--- src/rtl/multicycle_ctrl.sv ---
// Multi-cycle control sequencer for the 32-bit datapath.
// Steps each instruction through fetch, decode, execute, memory and writeback
// states. The single shared memory port is handled with a mem_ready handshake
// and a bounded wait. Illegal opcodes and memory timeouts trap until reset.
// Optional feature: define MULTICYCLE_CTRL_PERF_CNT_EN to add the
// retired-instruction counter output `retired` (width CNT_W).
module multicycle_ctrl #(
  parameter int unsigned MEM_TIMEOUT = 15
`ifdef MULTICYCLE_CTRL_PERF_CNT_EN
  ,
  parameter int unsigned CNT_W       = 16
`endif
) (
  input  logic       clk,
  input  logic       rst,
  input  logic       run,
  input  logic [7:0] opcode,
  input  logic       zero,
  input  logic       mem_ready,
  output logic       pc_write,
  output logic       pc_write_cond,
  output logic       pc_write_ncond,
  output logic [1:0] pc_source,
  output logic       iord,
  output logic       mem_read,
  output logic       mem_write,
  output logic       ir_write,
  output logic       reg_dest,
  output logic       mem_to_reg,
  output logic       reg_write,
  output logic       alu_src_a,
  output logic [1:0] alu_src_b,
  output logic [1:0] alu_op,
  output logic [3:0] state,
  output logic       halted
`ifdef MULTICYCLE_CTRL_PERF_CNT_EN
  ,
  output logic [CNT_W-1:0] retired
`endif
);

  // Opcodes (instr[31:24]).
  localparam logic [7:0] OpRType = 8'h00;
  localparam logic [7:0] OpJ     = 8'h02;
  localparam logic [7:0] OpBeq   = 8'h04;
  localparam logic [7:0] OpBne   = 8'h05;
  localparam logic [7:0] OpAddi  = 8'h08;
  localparam logic [7:0] OpLw    = 8'h23;
  localparam logic [7:0] OpSw    = 8'h2B;

  // Wait-counter value at which a further not-ready cycle times out.
  localparam logic [7:0] WaitLast = 8'(MEM_TIMEOUT - 1);

  typedef enum logic [3:0] {
    StIdle    = 4'd0,
    StFetch   = 4'd1,
    StDecode  = 4'd2,
    StMemAddr = 4'd3,
    StMemRd   = 4'd4,
    StMemWb   = 4'd5,
    StMemWr   = 4'd6,
    StExec    = 4'd7,
    StRWb     = 4'd8,
    StBranch  = 4'd9,
    StJump    = 4'd10,
    StAddiEx  = 4'd11,
    StAddiWb  = 4'd12,
    StTrap    = 4'd15
  } state_e;

  state_e     state_q, state_d;
  logic [7:0] wait_cnt_q, wait_cnt_d;
  logic       mem_wait_st;
  logic       timed_out;

  // The zero flag gates pc_write_cond/pc_write_ncond in the datapath, not here.
  logic unused_zero;
  assign unused_zero = zero;

  assign mem_wait_st = (state_q == StFetch) || (state_q == StMemRd) || (state_q == StMemWr);
  assign timed_out   = !mem_ready && (wait_cnt_q == WaitLast);

  // State and wait-counter registers.
  always_ff @(posedge clk or posedge rst) begin
    if (rst) begin
      state_q    <= StIdle;
      wait_cnt_q <= 8'd0;
    end else begin
      state_q    <= state_d;
      wait_cnt_q <= wait_cnt_d;
    end
  end

  // Next-state selection.
  always_comb begin
    state_d = state_q;
    case (state_q)
      StIdle: begin
        if (run) state_d = StFetch;
      end
      StFetch: begin
        // A completing access on the timeout cycle takes priority over the trap.
        if (mem_ready)      state_d = StDecode;
        else if (timed_out) state_d = StTrap;
      end
      StDecode: begin
        case (opcode)
          OpRType:     state_d = StExec;
          OpLw, OpSw:  state_d = StMemAddr;
          OpBeq, OpBne: state_d = StBranch;
          OpJ:         state_d = StJump;
          OpAddi:      state_d = StAddiEx;
          default:     state_d = StTrap;
        endcase
      end
      StMemAddr: begin
        // Only LW/SW reach here, and the instruction register holds the opcode.
        state_d = (opcode == OpSw) ? StMemWr : StMemRd;
      end
      StMemRd: begin
        if (mem_ready)      state_d = StMemWb;
        else if (timed_out) state_d = StTrap;
      end
      StMemWb:  state_d = StFetch;
      StMemWr: begin
        if (mem_ready)      state_d = StFetch;
        else if (timed_out) state_d = StTrap;
      end
      StExec:   state_d = StRWb;
      StRWb:    state_d = StFetch;
      StBranch: state_d = StFetch;
      StJump:   state_d = StFetch;
      StAddiEx: state_d = StAddiWb;
      StAddiWb: state_d = StFetch;
      StTrap:   state_d = StTrap;
      default:  state_d = StTrap;
    endcase
  end

  // Wait counter: cleared on any state change, counts stalled memory cycles.
  always_comb begin
    wait_cnt_d = wait_cnt_q;
    if (state_d != state_q) begin
      wait_cnt_d = 8'd0;
    end else if (mem_wait_st && !mem_ready) begin
      wait_cnt_d = wait_cnt_q + 8'd1;
    end
  end

  // Control outputs decoded from the current state.
  always_comb begin
    pc_write       = 1'b0;
    pc_write_cond  = 1'b0;
    pc_write_ncond = 1'b0;
    pc_source      = 2'd0;
    iord           = 1'b0;
    mem_read       = 1'b0;
    mem_write      = 1'b0;
    ir_write       = 1'b0;
    reg_dest       = 1'b0;
    mem_to_reg     = 1'b0;
    reg_write      = 1'b0;
    alu_src_a      = 1'b0;
    alu_src_b      = 2'd0;
    alu_op         = 2'd0;
    halted         = 1'b0;
    case (state_q)
      StFetch: begin
        // PC + 4 computed every cycle; IR and PC only load once memory responds.
        mem_read  = 1'b1;
        alu_src_b = 2'd1;
        ir_write  = mem_ready;
        pc_write  = mem_ready;
      end
      StDecode: begin
        // Precompute the branch target into ALU-out.
        alu_src_b = 2'd3;
      end
      StMemAddr: begin
        alu_src_a = 1'b1;
        alu_src_b = 2'd2;
      end
      StMemRd: begin
        mem_read = 1'b1;
        iord     = 1'b1;
      end
      StMemWb: begin
        reg_write  = 1'b1;
        mem_to_reg = 1'b1;
      end
      StMemWr: begin
        mem_write = 1'b1;
        iord      = 1'b1;
      end
      StExec: begin
        alu_src_a = 1'b1;
        alu_op    = 2'd2;
      end
      StRWb: begin
        reg_write = 1'b1;
        reg_dest  = 1'b1;
      end
      StBranch: begin
        alu_src_a      = 1'b1;
        alu_op         = 2'd1;
        pc_source      = 2'd1;
        pc_write_cond  = (opcode == OpBeq);
        pc_write_ncond = (opcode == OpBne);
      end
      StJump: begin
        pc_write  = 1'b1;
        pc_source = 2'd2;
      end
      StAddiEx: begin
        alu_src_a = 1'b1;
        alu_src_b = 2'd2;
      end
      StAddiWb: begin
        reg_write = 1'b1;
      end
      StTrap: begin
        halted = 1'b1;
      end
      default: begin
      end
    endcase
  end

  assign state = state_q;

`ifdef MULTICYCLE_CTRL_PERF_CNT_EN
  logic [CNT_W-1:0] retired_q;
  logic             retire_evt;

  // Re-entering FETCH from inside an instruction marks one retired instruction.
  assign retire_evt = (state_d == StFetch) && (state_q != StFetch) && (state_q != StIdle) &&
                      (state_q != StTrap);

  // Retired-instruction counter, wraps naturally.
  always_ff @(posedge clk or posedge rst) begin
    if (rst) begin
      retired_q <= '0;
    end else if (retire_evt) begin
      retired_q <= retired_q + 1'b1;
    end
  end

  assign retired = retired_q;
`endif

endmodule
--- config.mk ---
export PLATFORM = sky130hd
export DESIGN_NAME = multicycle_ctrl
export DESIGN_NICKNAME = d
export VERILOG_FILES = /design/src/rtl/multicycle_ctrl.sv
export SDC_FILE = /design/constraint.sdc
export NUM_CORES = 1
export LEC_CHECK = 0
export ABC_CLOCK_PERIOD_IN_PS = 4900
export CAP_MARGIN = 10
export CORE_AREA = 2 2 61 91
export CTS_BUF_LIST = sky130_fd_sc_hd__clkbuf_8
export CTS_CLUSTER_DIAMETER = 60
export CTS_CLUSTER_SIZE = 20
export DETAILED_ROUTE_END_ITERATION = 8
export DIE_AREA = 0 0 63 93
export HOLD_SLACK_MARGIN = 0.12
export PLACE_DENSITY_LB_ADDON = 0.25
export SLEW_MARGIN = 20
export SYNTH_ARGS = -nofsm -noshare
export SYNTH_HDL_FRONTEND = slang
export SYNTH_SLANG_ARGS = --single-unit
--- constraint.sdc ---
create_clock -name clk -period 4.9 [get_ports clk]
set_input_delay 0.98 -clock clk [delete_from_list [all_inputs] [get_ports clk]]
set_output_delay 0.98 -clock clk [all_outputs]
set_load 0.02 [all_outputs]
## Word-level counts from Yosys, hierarchy flattened

Index checks and enable logic that the tools add are counted.

| storage, ports and cells | value |
|---|---|
| flip-flop bits (word level) | 12 |
| input bits | 13 |
| output and inout port bits | 22 |
| word-level logic and storage cells | 65 |

| operators by class | value |
|---|---|
| add/sub/neg operators | 1 |
| equality and inequality tests | 21 |
| mux-type cells | 25 |
| reductions and logical operators | 16 |

Operators with widths:

| kind | count |
|---|---|
| 4-bit one-hot mux with 9 select lines | 1 |
| 4-bit equality test (second input constant) | 6 |
| 4-bit two-way mux | 5 |
| 4-bit one-hot mux with 5 select lines | 1 |
| 4-bit by 3-bit equality test with 1-bit output (second input constant) | 4 |
| 8-bit by 3-bit equality test with 1-bit output (second input constant) | 2 |
| 8-bit by 4-bit equality test with 1-bit output (second input constant) | 2 |
| 8-bit by 6-bit equality test with 1-bit output (second input constant) | 2 |
| 8-bit two-way mux | 2 |
| 1-bit two-way mux | 11 |
| 2-bit OR reduction | 5 |
| 8-bit by 1-bit adder with 8-bit output (second input constant) | 1 |
| 4-bit by 2-bit equality test with 1-bit output (second input constant) | 2 |
| 8-bit by 2-bit equality test with 1-bit output (second input constant) | 1 |
| 8-bit logical NOT | 1 |
| 2-bit one-hot mux with 2 select lines | 2 |
| 2-bit one-hot mux with 3 select lines | 1 |
| 5-bit OR reduction | 1 |
| 4-bit by 1-bit equality test with 1-bit output (second input constant) | 1 |
| 4-bit logical NOT | 1 |
| 4-bit inequality test | 1 |
| 4-bit OR reduction | 1 |
| 3-bit OR reduction | 1 |
| 1-bit logical AND | 2 |
| other kinds (5) | 6 |

## Depth between registers and ports, before layout

Gate-level depths: netlist of the first run.

| logic depth | value |
|---|---|
| depth after elaboration | 7 |
| depth in mapped cells | 7 |
| gate-level depth less buffers | 6 |

## Worst setup path after synthesis of the first run

No wires, ideal clock.

| path | value |
|---|---|
| path type | input-to-output |
| start | input port opcode[3] |
| end | output port pc_write_cond |
| data arrival time | 2,117 ps |
| data required time | 3,920 ps |
| slack | 1,803 ps |
| cell stages on the path | 3 |
| buffers on the path | 0 |
| cells stage by stage | nor4_1 nand3_1 nor4_1 |

| on the way | value |
|---|---|
| word-level cells in the longest chain between the ends | 2 |

Ends and longest elaborated chain:

| item | line | source |
|---|---|---|
| from (decl) | 17 | `input logic [7:0] opcode,` |
| 8-bit by 3-bit equality test with 1-bit output | 207 | `pc_write_cond = (opcode == OpBeq);` |
| 1-bit two-way mux | 167 | `case (state_q)` |
| to (decl) | 21 | `output logic pc_write_cond,` |

Every way passes these cells.

## Worst setup path after layout of the first run

Same ends and word-level chain as after synthesis.

==> metrics.csv, run 1 <==
metric,value,unit
status,finished clean,
Post-CTS Setup Bufs,0,
cell count of the worst hold path,2,
largest net degree at the start of global routing,28,
Slew @ Worst Pin,0.780,ns
share of post-route cells with drive strength above 1,0.0789,
"area leader, netlist",dfrtp_1,
VDD IR max,126,uV
grt ovf,0,
power density cells,502,mW/mm^2
worst-skew pair later-pin latency,0.24,ns
Clock Pin Slew Worst Setup and Hold Paths,0.05,ns
Synth async-reset ratio,1.00,
crit-path max FO,6,
Worst EP required,3.92,ns
FF-to-FF path depth,5,
Ys Warns,0,
most frequent cells in the layout,"33 x clkdlybuf4s50_1, 22 x nor2_1, 12 x nor4_1, 12 x dfrtp_1, 11 x nand2_1",
final WL,3510,um
Rel. slew slack,0.480,
"Slowest-stage cell, CP",clkdlybuf4s50_1,
hold_ws,0.584,ns
worst path buffer plus inverter count,2,
Multi-input gate area,823,sq um
Top Ports,35,
RSZ-0062 raised after global routing,no,
Fmax,0.257,GHz
dpl hpwl,2680,um
crit path kind,in -> out,
htree depth,1,
Fin Clk Skew,0.00151,ns
total CTS buffers,3,
PortBufs,33,
chip height,93,um
Mapped Cells,163,
# fillers,564,
DR iter-0 viols,35,
area fraction of the dominant cell type after synthesis,0.245,
Mapped Nets,178,
Main synth FF type,dfrtp_1,
synth-to-layout area growth,33.4,%
#FFs+latches synth,12,
"commonest non-fill, non-tap cell in the layout",clkdlybuf4s50_1,
Resize count post-CTS,0,
area of the core,0.00508,sq mm
Total Routing Usage GR,0.122,
worst path cell trace,"clkdlybuf4s50_1, nor4_1, nand3_1, nor4_1, clkdlybuf4s50_1",
Leak Pwr,0.582,nW
WP data arrival,2.92,ns
first-pass GRT wire length,5880,um
post-synthesis sequential area ratio,0.245,
FF/Latch Area,300,sq um
Unique masters post-synth,49,
Core Rows,32,
final setup violation count,0,
CTS tree,yes,
Final nets,206,
Fin Setup TNS,0,ns
Die X,63,um
Crit path depth,5,
Pwr Total,0.822,mW
Post-DRT Antenna Nets,0,
CTS root buf,clkbuf_8,
Setup crit start kind,input port,
"EDFF count, synth",0,
# DRC,0,
Hold Crit Class,reg -> reg,
crit share post-route,0.795,
CP max stage delay,0.65,ns
Avg Inst Size Synth,7.52,sq um
WL/cell,13.6,um
max-cap violations,0,
drt pass-1 iters,4,
synthesized area,0.00123,sq mm
clock buffer depth,2,
Worst setup EP type,output pin,
vias in the first global route,1285,
die area,0.00586,sq mm
via/cell ratio,5.11,
synth top area cells,"dfrtp_1 24%, nor2_1 6.7%, nor4_1 6.1%, nand2_1 3.4%, a21oi_1 3.3%",
antenna violations before repair,0,
Placer Congestion,0.789,
Final min period,3.90,ns
# hold bufs at CTS,0,
diode count,0,
CP top delay family,buffers and inverters,
vias after detailed routing,1318,
clock sinks,12,
Slew Limit Fails,0,
Final Hold Viols,0,
Initial Util,0.241,
Final Util,0.322,
-- cells by family after synthesis --
family / Yosys count / synth area share
simple gates: 83 / 0.370
compound gates: 38 / 0.222
buf+inv: 20 / 0.0837
xor+xnor: 7 / 0.0500
fa+ha+maj: 3 / 0.0286
flops: 12 / 0.245
-- per-stage QoR --
| step | cells | setup slack (ns) | area (sq um) |
|---|---|---|---|
| finish | 258 | 1.00 | 1640 |
| global route | 258 | 0.879 | 1640 |
| CTS | 258 | 0.985 | 1640 |
| detailed placement | 254 | 0.990 | 1580 |
| global placement | 254 | 1.00 | 1580 |
| floorplan | 163 | 1.80 | 1230 |
-- tightest hold or removal path: stages (launching register included) --
cell     delay [ns]
dfrtp_1        0.38
xnor2_1        0.13
nor4_1         0.04
-- final cells by class --
| type | instances | share of cell area |
|---|---|---|
| multi-input combinational | 131 | 0.503 |
| sequential | 12 | 0.184 |
| timing repair buffer | 34 | 0.207 |
| clock buffer | 4 | 0.0337 |
| tap | 68 | 0.0520 |
| inverter | 9 | 0.0207 |
-- metal layers --
| layer | global-route usage | wire length (um) | vias up |
|---|---|---|---|
| met5 | 0 | 0 | - |
| met4 | 0.0426 | 59 | 0 |
| met3 | 0.0181 | 95 | 6 |
| met2 | 0.230 | 1870 | 17 |
| met1 | 0.138 | 1480 | 635 |
| li1 | - | - | 660 |
-- worst paths after layout --
kind,start,endpoint,slack (ns)
setup / recovery,opcode[3],pc_write_cond,1.00
hold / removal,wait_cnt_q[7],wait_cnt_q[7],0.58
setup reg to reg,state[1],wait_cnt_q[2],2.41
hold reg to reg,wait_cnt_q[7],wait_cnt_q[7],0.58
max in group asynchronous,rst,wait_cnt_q[1],3.52
min in group asynchronous,rst,wait_cnt_q[7],1.05
-- sequential cells by signal, summed over array words and instances (netlist names) --
name,cells
wait_cnt_q,8
state,4
-- Yosys cell counts (3+ instances only) --
master and n:
a21oi_1 8, and3_1 3, a31oi_1 4, buf_2 4, nand2b_1 4, nor2_1 22
xnor2_1 3, o221ai_1 3, nand3_1 5, nor3_1 8, inv_1 8, nand2_1 11
or3_1 3, nor4_1 12, xor2_1 4, dfrtp_1 12, o21ai_0 4, clkbuf_1 3
nor3b_1 3
-- report_power, final --
group / internal, mW / total [mW] / switching (mW)
sequential: 0.114 / 0.196 / 0.0822
combinational: 0.223 / 0.517 / 0.294
clock: 0.0710 / 0.108 / 0.0373
(Power assumes the default switching activity.)
==> inputs of run 2 (changes only) <==
--- a/config.mk
+++ b/config.mk
@@ -5,7 +5,7 @@
 export SDC_FILE = /design/constraint.sdc
 export NUM_CORES = 1
 export LEC_CHECK = 0
-export ABC_CLOCK_PERIOD_IN_PS = 4900
+export ABC_CLOCK_PERIOD_IN_PS = 3400
 export CAP_MARGIN = 10
 export CORE_AREA = 2 2 61 91
 export CTS_BUF_LIST = sky130_fd_sc_hd__clkbuf_8
==> constraint.sdc (replaced) <==
create_clock -name clk -period 3.4 [get_ports clk]
set_input_delay 0.68 -clock clk [delete_from_list [all_inputs] [get_ports clk]]
set_output_delay 0.68 -clock clk [all_outputs]
set_load 0.02 [all_outputs]
==> run 2 against run 1 <==
Non-clock buffer count up 5. Clock power grew 21%. Combinational power grew 61%. Total power grew 46%. Sequential share of layout area down 0.29 points. Highest routed layer unchanged.
==> metrics.csv, run 2 (synthesized netlist as in run 1, its figures left out) <==
metric,value,unit,change
chip height,93,um,unchanged
Hold Crit Class,reg -> reg,,
CTS tree,yes,,
first-pass GRT wire length,6320,um,+7.5%
Die X,63,um,unchanged
WP data arrival,2.54,ns,-0.38 ns
clock buffer depth,2,,unchanged
antenna violations before repair,0,,unchanged
crit-path max FO,4,,-2
Worst setup EP type,output pin,,
RSZ-0062 raised after global routing,no,,
Final Hold Viols,0,,unchanged
worst-skew pair later-pin latency,0.24,ns,about the same
Leak Pwr,0.618,nW,+6.2%
CP max stage delay,0.65,ns,about the same
Clock Pin Slew Worst Setup and Hold Paths,0.05,ns,about the same
R2R Setup Slk,0.99,ns,-1.42 ns
Slew Limit Fails,0,,unchanged
area of the core,0.00508,sq mm,unchanged
status,finished clean,,
Fin Clk Skew,0.00307,ns,+0.00156 ns
CTS root buf,clkbuf_8,,
hold_ws,0.579,ns,-0.00543 ns
Final nets,211,,+2.4%
Core Rows,32,,unchanged
DR iter-0 viols,27,,-23%
"Slowest-stage cell, CP",clkdlybuf4s50_1,,
diode count,0,,unchanged
crit share post-route,0.948,,
"Cell Area, Placed",0.00162,sq mm,+2.4%
Fmax,0.310,GHz,
largest net degree at the start of global routing,20,,-29%
Slew @ Worst Pin,0.543,ns,-0.236 ns
Top Ports,35,,unchanged
Total Routing Usage GR,0.133,,+0.0107
vias after detailed routing,1335,,+1.3%
# fillers,562,,-0.35%
crit path kind,in -> out,,
max-cap violations,0,,unchanged
htree depth,1,,unchanged
final WL,3730,um,+6.3%
total CTS buffers,3,,unchanged
Post-CTS Setup Bufs,0,,unchanged
Rel. slew slack,0.638,,+0.158
# hold bufs at CTS,0,,unchanged
die area,0.00586,sq mm,unchanged
Fin Setup TNS,0,ns,unchanged
Final Cell Area,0.00166,sq mm,+1.6%
Pwr Total,1.20,mW,+46%
Final min period,3.22,ns,
share of post-route cells with drive strength above 1,0.0979,,+0.0190
clock sinks,12,,unchanged
max FFs per register,8,,unchanged
synth-to-layout area growth,35.5,%,
Setup crit start kind,input port,,
Top reg by flops,wait_cnt_q,,
Final Util,0.327,,+0.00517
vias in the first global route,1319,,+2.6%
VDD IR max,216,uV,+72%
Initial Util,0.241,,unchanged
drt pass-1 iters,4,,unchanged
most frequent cells in the layout,"32 x clkdlybuf4s50_1, 22 x nor2_1, 12 x nor4_1, 12 x dfrtp_1, 11 x nand2_1",,
Worst EP required,2.72,ns,-1.20 ns
final setup violation count,0,,unchanged
via/cell ratio,5.10,,-0.26%
worst path cell trace,"clkdlybuf4s50_1, nor4_1, nand3_1, nor4_1, clkdlybuf4s50_1",,
grt ovf,0,,unchanged
"commonest non-fill, non-tap cell in the layout",clkdlybuf4s50_1,,
Post-DRT Antenna Nets,0,,unchanged
PortBufs,33,,unchanged
# DRC,0,,unchanged
Placer Congestion,0.812,,+2.9%
dpl hpwl,2880,um,+7.4%
WL/cell,14.2,um,+4.7%
power density cells,724,mW/mm^2,+44%
## run 2: changes by cell type in the layout (fill, tap and decap cells not counted)
cell | before | now
buf_4 | 1 | 6
clkbuf_8 | 4 | 3
clkdlybuf4s50_1 | 33 | 32
dlymetal6s2s_1 | 0 | 1
## run 2: final timing paths
kind,from,end,depth (start not counted)
max,opcode[4],pc_write_ncond,5
max reg2reg,state[3],wait_cnt_q[6],6
max in group asynchronous,rst,wait_cnt_q[4],2
min in group asynchronous,rst,state[1],2
min reg2reg,wait_cnt_q[7],wait_cnt_q[7],2
min,wait_cnt_q[7],wait_cnt_q[7],2
## run 2: worst max-delay path, delay by kind of cell
kind                   cells  cell delay, ns
AND/OR/NAND/NOR            3            0.77
buffers and inverters      2            1.10
## run 2: metal layers
metal	vias up	global-route usage	wire, um
met3	9	0.0229	141
li1	671	-	-
met5	-	0	0
met1	624	0.153	1560
met2	31	0.242	1950
met4	0	0.0519	80
## run 2: cell type report
class                   count  area, sq um  area share
inverters                   9         33.8      0.0203
well taps                  68         85.1      0.0512
flip-flops and latches     12          300       0.181
repair buffers             39          378       0.227
multi-input cells         131          823       0.495
clock buffers               3         41.3      0.0248
## run 2: repair_timing
action / CTS / global route
setup endpoints to repair: 0 / 1
gates resized for setup: 0 / 1
endpoints found under the hold margin: 0 / 0
## run 2: power by group
group | total, mW | internal [mW] | switching (mW)
Combinational | 0.831 | 0.342 | 0.488
Sequential | 0.241 | 0.166 | 0.0753
Clock | 0.131 | 0.0781 | 0.0527
## run 2: metrics by stage
stage / setup slack (ns) / std cells
2_1_floorplan: 0.867 / 163
3_5_place_dp: 0.129 / 259
4_1_cts: 0.124 / 262
3_3_place_gp: 0.164 / 259
6_report: 0.176 / 262
5_1_grt: 0.0364 / 262
